$ cat config.mk
export PLATFORM = sky130hd
export DESIGN_NAME = reg_wb_ctrl
export DESIGN_NICKNAME = d
export VERILOG_FILES = /design/src/rtl/rv_pkg.sv /design/src/rtl/wb_fifo.sv /design/src/rtl/reg_wb_ctrl.sv
export SDC_FILE = /design/constraint.sdc
export NUM_CORES = 1
export LEC_CHECK = 0
export ABC_CLOCK_PERIOD_IN_PS = 6300
export BUFFER_PORTS_ARGS = -buffer_cell sky130_fd_sc_hd__buf_4
export CELL_PAD_IN_SITES_DETAIL_PLACEMENT = 1
export CELL_PAD_IN_SITES_GLOBAL_PLACEMENT = 1
export CORE_UTILIZATION = 52
export DETAILED_ROUTE_END_ITERATION = 10
export GPL_TIMING_DRIVEN = 1
export PLACE_DENSITY_LB_ADDON = 0.1
export SYNTH_ARGS = -nofsm -noshare
export SYNTH_HDL_FRONTEND = slang
export SYNTH_SLANG_ARGS = --single-unit
$ cat constraint.sdc
create_clock -name clk -period 6.3 [get_ports clk]
set_clock_uncertainty 0.2 [all_clocks]
set_input_delay 0.315 -clock clk [delete_from_list [all_inputs] [get_ports clk]]
set_output_delay 0.315 -clock clk [all_outputs]
set_load 0.02 [all_outputs]
$ cat src/rtl/rv_pkg.sv
// Shared integer-pipeline types: register width, register address width and
// the write-back entry carried from long-latency units to the register file.
package rv_pkg;

    localparam int XLEN   = 32;
    localparam int REG_AW = 5;
    localparam int NREGS  = 1 << REG_AW;

    typedef struct packed {
        logic [REG_AW-1:0] rd;
        logic [XLEN-1:0]   data;
    } wb_entry_t;

endpackage

$ cat src/rtl/wb_fifo.sv
// Small FIFO buffering long-latency write-back results. Pointers carry one
// extra wrap bit so full and empty are distinguishable without a counter.
module wb_fifo
    import rv_pkg::*;
#(
    parameter int DEPTH = 4
) (
    input  logic      clk,
    input  logic      reset,
    input  logic      push,
    input  logic      pop,
    input  wb_entry_t din,
    output wb_entry_t dout,
    output logic      full,
    output logic      empty
);

    localparam int AW = $clog2(DEPTH);
    localparam logic [AW:0] PTR_ONE = 1;

    logic [AW:0] wptr;
    logic [AW:0] rptr;
    wb_entry_t   mem [DEPTH];

    assign empty = (wptr == rptr);
    assign full  = (wptr[AW] != rptr[AW]) && (wptr[AW-1:0] == rptr[AW-1:0]);
    assign dout  = mem[rptr[AW-1:0]];

    // NOTE: sequential state uses non-blocking assignments so every register samples pre-edge values.
    always_ff @(posedge clk or negedge reset) begin
        if (!reset) begin
            wptr <= '0;
            rptr <= '0;
        end else begin
            if (push && !full)
                wptr <= wptr + PTR_ONE;
            if (pop && !empty)
                rptr <= rptr + PTR_ONE;
        end
    end

    // NOTE: storage is not reset; the pointers alone decide which entries are valid.
    always_ff @(posedge clk) begin
        if (push && !full)
            mem[wptr[AW-1:0]] <= din;
    end

endmodule

$ cat src/rtl/reg_wb_ctrl.sv
// Register-file write-port controller: merges ALU and buffered long-latency
// results into one registered write per cycle and tracks pending destinations.
module reg_wb_ctrl
    import rv_pkg::*;
#(
    parameter int DEPTH = 4
) (
    input  logic              clk,
    input  logic              reset,
    input  logic              alu_wr,
    input  logic [REG_AW-1:0] alu_rd,
    input  logic [XLEN-1:0]   alu_data,
    input  logic              iss_long,
    input  logic [REG_AW-1:0] iss_rd,
    output logic              iss_ready,
    input  logic              lng_valid,
    output logic              lng_ready,
    input  logic [REG_AW-1:0] lng_rd,
    input  logic [XLEN-1:0]   lng_data,
    input  logic [REG_AW-1:0] raddrA,
    input  logic [REG_AW-1:0] raddrB,
    output logic              busyA,
    output logic              busyB,
    output logic              wr,
    output logic [REG_AW-1:0] waddr,
    output logic [XLEN-1:0]   wdata,
    output logic              waw_err
);

    logic             fifo_full;
    logic             fifo_empty;
    logic             fifo_push;
    logic             fifo_pop;
    wb_entry_t        fifo_din;
    wb_entry_t        fifo_head;
    logic [NREGS-1:0] busy;
    logic [NREGS-1:0] busy_nxt;
    logic             wr_from_fifo;

    assign lng_ready = !fifo_full;
    assign fifo_push = lng_valid && lng_ready;
    assign fifo_pop  = !alu_wr && !fifo_empty;
    assign fifo_din  = '{rd: lng_rd, data: lng_data};

    assign iss_ready = !busy[iss_rd] || (iss_rd == '0);
    assign busyA     = busy[raddrA] && (raddrA != '0);
    assign busyB     = busy[raddrB] && (raddrB != '0);

    wb_fifo #(.DEPTH(DEPTH)) u_fifo (
        .clk   (clk),
        .reset (reset),
        .push  (fifo_push),
        .pop   (fifo_pop),
        .din   (fifo_din),
        .dout  (fifo_head),
        .full  (fifo_full),
        .empty (fifo_empty)
    );

    // Clear lands on the edge the register file captures the buffered result.
    // NOTE: busy_nxt is defaulted first so no path leaves it unassigned (no latch).
    always_comb begin
        busy_nxt = busy;
        if (wr && wr_from_fifo && (waddr != '0))
            busy_nxt[waddr] = 1'b0;
        if (iss_long && iss_ready && (iss_rd != '0))
            busy_nxt[iss_rd] = 1'b1;
    end

    always_ff @(posedge clk or negedge reset) begin
        if (!reset) begin
            busy         <= '0;
            wr           <= 1'b0;
            waddr        <= '0;
            wdata        <= '0;
            wr_from_fifo <= 1'b0;
            waw_err      <= 1'b0;
        end else begin
            busy <= busy_nxt;
            if (alu_wr && (alu_rd != '0) && busy[alu_rd])
                waw_err <= 1'b1;
            if (alu_wr) begin
                wr           <= (alu_rd != '0);
                waddr        <= alu_rd;
                wdata        <= alu_data;
                wr_from_fifo <= 1'b0;
            end else if (!fifo_empty) begin
                wr           <= (fifo_head.rd != '0);
                waddr        <= fifo_head.rd;
                wdata        <= fifo_head.data;
                wr_from_fifo <= 1'b1;
            end else begin
                wr           <= 1'b0;
                wr_from_fifo <= 1'b0;
            end
        end
    end

endmodule
Word-level counts from Yosys, hierarchy flattened
Memory sizes are Yosys's and may differ from the RTL's.
Cells that the tools add are included.
{"block": "classes", "bitwise_logic": 3, "mux": 24, "n_reduce_logical": 27, "eq_ne": 4, "n_addsub": 2, "n_shift": 0, "div_mod_pow": 0, "mul": 0, "magnitude_cmp": 7}
{"operator": "two-way mux 32 bit", "n": 4}
{"operator": "AND 32 bit", "n": 1}
{"operator": "NOT 32 bit", "n": 1}
{"operator": "OR 32 bit", "n": 1}
{"operator": "< comparator 5 x 6 -> 1 bit (second input constant)", "n": 5}
{"operator": "nonzero test 5 bit", "n": 6}
{"operator": "binary-select mux 1 bit (select 5 bit)", "n": 4}
{"operator": "logical AND 1 bit", "n": 15}
{"operator": "two-way mux 1 bit", "n": 12}
{"operator": "demux 1 bit (select 5 bit)", "n": 2}
{"operator": ">= comparator 5 x 1 -> 1 bit (second input constant)", "n": 2}
{"operator": "two-way mux 5 bit", "n": 2}
{"operator": "adder 3 x 1 -> 3 bit (second input constant)", "n": 2}
{"operator": "logical NOT 5 bit", "n": 1}
{"operator": "logical NOT 1 bit", "n": 4}
{"operator": "== test 3 bit", "n": 1}
{"operator": "== test 2 bit", "n": 1}
{"operator": "!= test 2 bit (second input constant)", "n": 1}
{"operator": "logical OR 1 bit", "n": 1}
{"operator": "!= test 1 bit", "n": 1}
{"block": "word_totals", "latch_bits": 0, "in_bits": 94, "regBits": 78, "rom_bits": 0, "wordCells": 76, "out_inout_bits": 43, "mem_bits_rw": 148, "memories": 1}
{"memory": "u_fifo.mem", "words": 4, "word_bits": 37, "read_ports": 1, "rd_clocked_by_memory_dff": 0, "wr": 1, "line_no": "wb_fifo.sv:23", "source": "wb_entry_t mem [DEPTH];"}

Longest topological paths before layout
{"block": "logic_depth", "ltp_word": 9, "mapped_depth": 7, "mapped_depth_nobuf": 6}

Hierarchy
From an unflattened synthesis, not the netlist that was laid out.
{"block": "unflattened", "cells_unflattened": 650, "area_unflattened_um2": 10141.0}
{"mod": "wb_fifo", "seq_area_each_um2": 4594.4, "n_inst": 1, "cells_per_inst": 243, "area_per_inst_um2": 5836.8}
{"mod": "reg_wb_ctrl", "seq_area_each_um2": 1801.7, "n_inst": 1, "cells_per_inst": 407, "area_per_inst_um2": 4304.1}

Worst setup path after synthesis
No wires, ideal clock.
{"block": "synth_timing", "kind": "reg2reg", "start": "register u_fifo.rptr[0]", "end": "memory u_fifo.mem[3][0] in the netlist's numbering, enable pin", "path_slack_ns": 3.656, "period_less_slack_ns": 2.644, "stages_incl_launch_ff": 5, "required_time_ns": 5.701, "setup_ns": 0.399, "n_path_buf": 1, "arrival_ns": 2.045, "path_cell_list": "dfrtp_1 buf_4 xnor2_1 nand3_1 and3_1"}
{"block": "synth_between", "elab_chain_len": 7}
{"item": "start: declaration", "line_no": "wb_fifo.sv:22", "source": "logic [AW:0] rptr;"}
{"item": "start signal: assignment", "line_no": "wb_fifo.sv:38", "source": "rptr <= rptr + PTR_ONE;"}
{"item": "== test 2 bit *", "line_no": "wb_fifo.sv:26", "source": "assign full = (wptr[AW] != rptr[AW]) && (wptr[AW-1:0] == rptr[AW-1:0]);"}
{"item": "logical AND 1 bit *", "line_no": "wb_fifo.sv:26"}
{"item": "logical NOT 1 bit *", "line_no": "reg_wb_ctrl.sv:40", "source": "assign lng_ready = !fifo_full;"}
{"item": "via lng_ready", "line_no": "reg_wb_ctrl.sv:17", "source": "output logic lng_ready,"}
{"item": "logical AND 1 bit", "line_no": "reg_wb_ctrl.sv:41", "source": "assign fifo_push = lng_valid && lng_ready;"}
{"item": "logical AND 1 bit *", "line_no": "wb_fifo.sv:44", "source": "if (push && !full)"}
{"item": "two-way mux 1 bit *", "line_no": "wb_fifo.sv:44"}
{"item": "two-way mux 1 bit (not written as such) *", "line_no": "wb_fifo.sv:45", "source": "mem[wptr[AW-1:0]] <= din;"}
{"item": "end: declaration", "line_no": "wb_fifo.sv:23"}
The timed path passes the listed nets; every way through them passes the cells marked *.

Worst setup path after layout
{"block": "layout_timing", "start": "register u_fifo.rptr[1]", "end": "memory u_fifo.mem[0][5] in the netlist's numbering, enable pin"}
{"block": "layout_between", "elab_chain_len": 7}
{"item": "== test 2 bit *", "line_no": "wb_fifo.sv:26"}
{"item": "logical AND 1 bit *", "line_no": "wb_fifo.sv:26"}
{"item": "logical NOT 1 bit *", "line_no": "wb_fifo.sv:44, reg_wb_ctrl.sv:40"}
{"item": "logical AND 1 bit", "line_no": "reg_wb_ctrl.sv:41"}
{"item": "logical AND 1 bit *", "line_no": "wb_fifo.sv:44"}
{"item": "two-way mux 1 bit *", "line_no": "wb_fifo.sv:44"}
{"item": "two-way mux 1 bit (not written as such) *", "line_no": "wb_fifo.sv:45"}
Every way passes the cells marked *; elsewhere a longest branch is shown, timed or not.

==> results_dict.tcl <==
set metrics [dict create \
    design_area_um2 12800 \
    crit_fanout 40 \
    synth_seq_cells 226 \
    synth_fa_ha_area_share_pct 0.632 \
    nets 925 \
    stdcell_count 1079 \
    fp-row-count 50 \
    netlist_area_um2 9900 \
    place_congestion 0.905 \
    ant_nets 0 \
    dr_total_vias 6664 \
    drive_gt1_share_pct 31.7 \
    wire_per_inst_um 27.6 \
    period_share_pct 49.8 \
    diodes 0 \
    postSynthAreaPerCell_um2 16.1 \
    synthCells 616 \
    cap_violations 0 \
    fp.dieH_um 140 \
    relSlewSlack_pct 28.6 \
    finalHoldViolCount 0 \
    numCtsBuffers 25 \
    htreeDepth 1 \
    cp.arrival_ns 3.08 \
    hold_class "input pin to flip-flop" \
    grt_pass1_wl_mm 45.3 \
    setup_viol 0 \
    start_util_pct 52.9 \
    r2r_start "u_fifo.rptr[1]$_DFFE_PN0P_" \
    fin_hold_ws_ns 0.0120 \
    die_area_um2 19600 \
    setup_ws_ns 3.16 \
    clk_latency_ns 0.52 \
    cp-start-kind "flip-flop" \
    crit_type "flip-flop to flip-flop" \
    tightest_slew_ns 1.07 \
    syn_nets 715 \
    root_buffer "clkbuf_16" \
    ioPinCount 137 \
    max_freq_ghz 0.319 \
    drt-initial-drc-count 474 \
    numPlacedInstances 956 \
    area.growth.synth_to_final_pct 28.9 \
    wirelength_mm 29.7 \
    yosysWarningCount 0 \
    antenna_found_initial 0 \
    leakage_nw 4.96 \
    viasPerCell 6.18 \
    finalSetupTns_ns 0 \
    synthFlopType "edfxtp_1" \
    gr-usage-all-layers_pct 31.5 \
    dp_hpwl_mm 15.8 \
    cts_tree "built" \
    synthDominantCellAreaShare_pct 44.9 \
    die_w_um 140 \
    synth_enable_flop_cells 148 \
    postCtsSetupRepairBufs 0 \
    min-delay-start "iss_rd[2]" \
    path_clk_slew_ns 0.06 \
    clockBufferDepth 3 \
    p_per_area_nw_per_um2 477 \
    first_pass_iters 4 \
    dp_slack_ns 3.23 \
    drc 0 \
    outcome "completed" \
    yosys.area_share.simple_pct 5.65 \
    cp.required_ns 6.24 \
    hold_path_end "busy[8]$_DFF_PN0_" \
    reg2reg_depth 3 \
    cp-end-kind "flip-flop" \
    synth_cell_type_count 46 \
    slew_viol_final 0 \
    grt_pass1_vias 7480 \
    r2r_end "u_fifo.mem[0][5]$_DFFE_PP_" \
    holdPathStages 3 \
    reg2reg_slack_ns 3.16 \
    ys_async_sr_fraction_pct 34.5 \
    rsz0062_at_grt "no" \
    synth_top_family_by_area "multiplexers" \
    synthTopCellsByArea "edfxtp_1 45%, dfrtp_1 20%, mux4_2 15%, mux2i_1 4.8%, o21ai_0 4.6%" \
    finalCriticalPeriod_ns 3.14 \
    synth-compound-area-share_pct 6.16 \
    placed_area_um2 11100 \
    synthMuxAreaShare_pct 20.6 \
    vdd_ir_drop_max_v 0.000280 \
    synth_xor_area_share_pct 0.619 \
    grt_overflow 0 \
    yosysTopAreaCell "edfxtp_1" \
    clock-sinks 226 \
    core_um2 18700 \
    yosysSeqAreaShare_pct 64.6 \
    grt_max_degree 77 \
    port_buffers 136 \
]
==> where the power goes <==
| group | leakage (nW) | internal, mW | switching [mW] |
|---|---|---|---|
| clock network | 0.450 | 0.984 | 0.637 |
| registers | 2.24 | 2.06 | 0.390 |
| logic | 2.26 | 0.953 | 1.06 |
| total | 4.96 | 4.00 | 2.08 |
==> critical path, cell delays in order, from the launching register on <==
cell     delay [ns]
dfrtp_2        1.04
xnor2_1        0.29
nand3_1        0.27
and3_2         0.93
==> layout by cell type, fill, tap and decap left out, types with 5 or more instances in the layout <==
cell type | Yosys | layout
nand3b_1 | 5 | 5
o21ai_1 | 6 | 6
clkinv_2 | 0 | 7
or3_1 | 7 | 7
mux4_2 | 67 | 67
a21oi_1 | 5 | 5
buf_4 | 5 | 139
bufinv_16 | 0 | 5
ha_1 | 5 | 5
nor2_1 | 8 | 8
dfrtp_1 | 78 | 76
clkbuf_16 | 0 | 26
nand2b_1 | 7 | 7
mux2i_1 | 47 | 47
edfxtp_1 | 148 | 148
xnor2_1 | 5 | 5
o21ai_0 | 91 | 91
nand3_1 | 5 | 5
dlygate4sd3_1 | 0 | 77
nand2_1 | 50 | 50
mux2_2 | 5 | 5
==> Yosys cell counts (2+ instances only) <==
| library cell | n |
|---|---|
| nor3_1 | 3 |
| xor2_1 | 2 |
| buf_1 | 2 |
| nor2_1 | 8 |
| o211ai_1 | 2 |
| buf_4 | 5 |
| nor3b_1 | 2 |
| or4_1 | 2 |
| or3b_2 | 3 |
| nor2b_1 | 3 |
| buf_2 | 7 |
| inv_1 | 4 |
| mux2_2 | 5 |
| nand2b_1 | 7 |
| nand3_1 | 5 |
| mux4_2 | 67 |
| mux2i_1 | 47 |
| clkbuf_1 | 18 |
| a21oi_1 | 5 |
| or3_1 | 7 |
| nand2_1 | 50 |
| o21ai_1 | 6 |
| nand4_1 | 2 |
| o21ai_0 | 91 |
| o41ai_1 | 3 |
| ha_1 | 5 |
| dfrtp_1 | 78 |
| edfxtp_1 | 148 |
| nand3b_1 | 5 |
| and3_1 | 4 |
| xnor2_1 | 5 |
==> cell type report <==
cell class	instances	area, µm²
Timing Repair Buffer	216	1810
Clock inverter	18	226
Multi-Input combinational cell	353	3330
Fill cell	1652	5950
Clock buffer	28	678
Inverter	4	15.0
Sequential cell	226	6400
Tap cell	234	293
==> flip-flops by register name (all words and copies together), names as in the netlist <==
signal	cells
busy	32
u_fifo.wptr	3
wr_from_fifo	1
wdata	32
waw_err	1
waddr	5
wr	1
u_fifo.rptr	3
u_fifo.mem	148
==> how the worst max path moves through the flow <==
stage / cells after the start / from / end
floorplan: 4 / u_fifo.rptr[0]$_DFFE_PN0P_ / u_fifo.mem[3][0]$_DFFE_PP_
global placement: 6 / u_fifo.rptr[1]$_DFFE_PN0P_ / u_fifo.rptr[1]$_DFFE_PN0P_
detailed placement: 3 / u_fifo.rptr[1]$_DFFE_PN0P_ / u_fifo.mem[3][8]$_DFFE_PP_
CTS: 6 / u_fifo.rptr[1]$_DFFE_PN0P_ / u_fifo.rptr[1]$_DFFE_PN0P_
global route: 6 / u_fifo.rptr[1]$_DFFE_PN0P_ / u_fifo.rptr[1]$_DFFE_PN0P_
finish: 3 / u_fifo.rptr[1]$_DFFE_PN0P_ / u_fifo.mem[0][5]$_DFFE_PP_
==> metrics by stage <==
step           util [%]  total power, mW
2_1_floorplan         -             3.64
3_3_place_gp       59.3             4.22
3_5_place_dp       59.3             4.34
4_1_cts            68.2             6.00
5_1_grt            68.2             6.32
6_report           68.2             6.08
==> cell families after synthesis <==
logic type                 count (synthesis)
DFF                                      226
muxes                                    119
AOI/OAI and AO/OA                        114
and+or+nand+nor                          108
buffers and inverters                     37
xor gates and xnor gates                   7
adders and majority gates                  5
==> routing by layer <==
layer	global-route usage (%)	wire length (µm)	vias to the layer above
met5	0	0	-
met1	38.3	11400	3469
met2	57.3	16000	272
li1	-	-	2848
met4	13.3	1140	0
met3	3.42	1260	75
==> timing repair <==
item                      4_1_cts  5_1_grt
gates resized for setup         0        0
hold endpoints to repair      264        0
hold buffers                   77        0
Power figures use the tool's default switching activity.
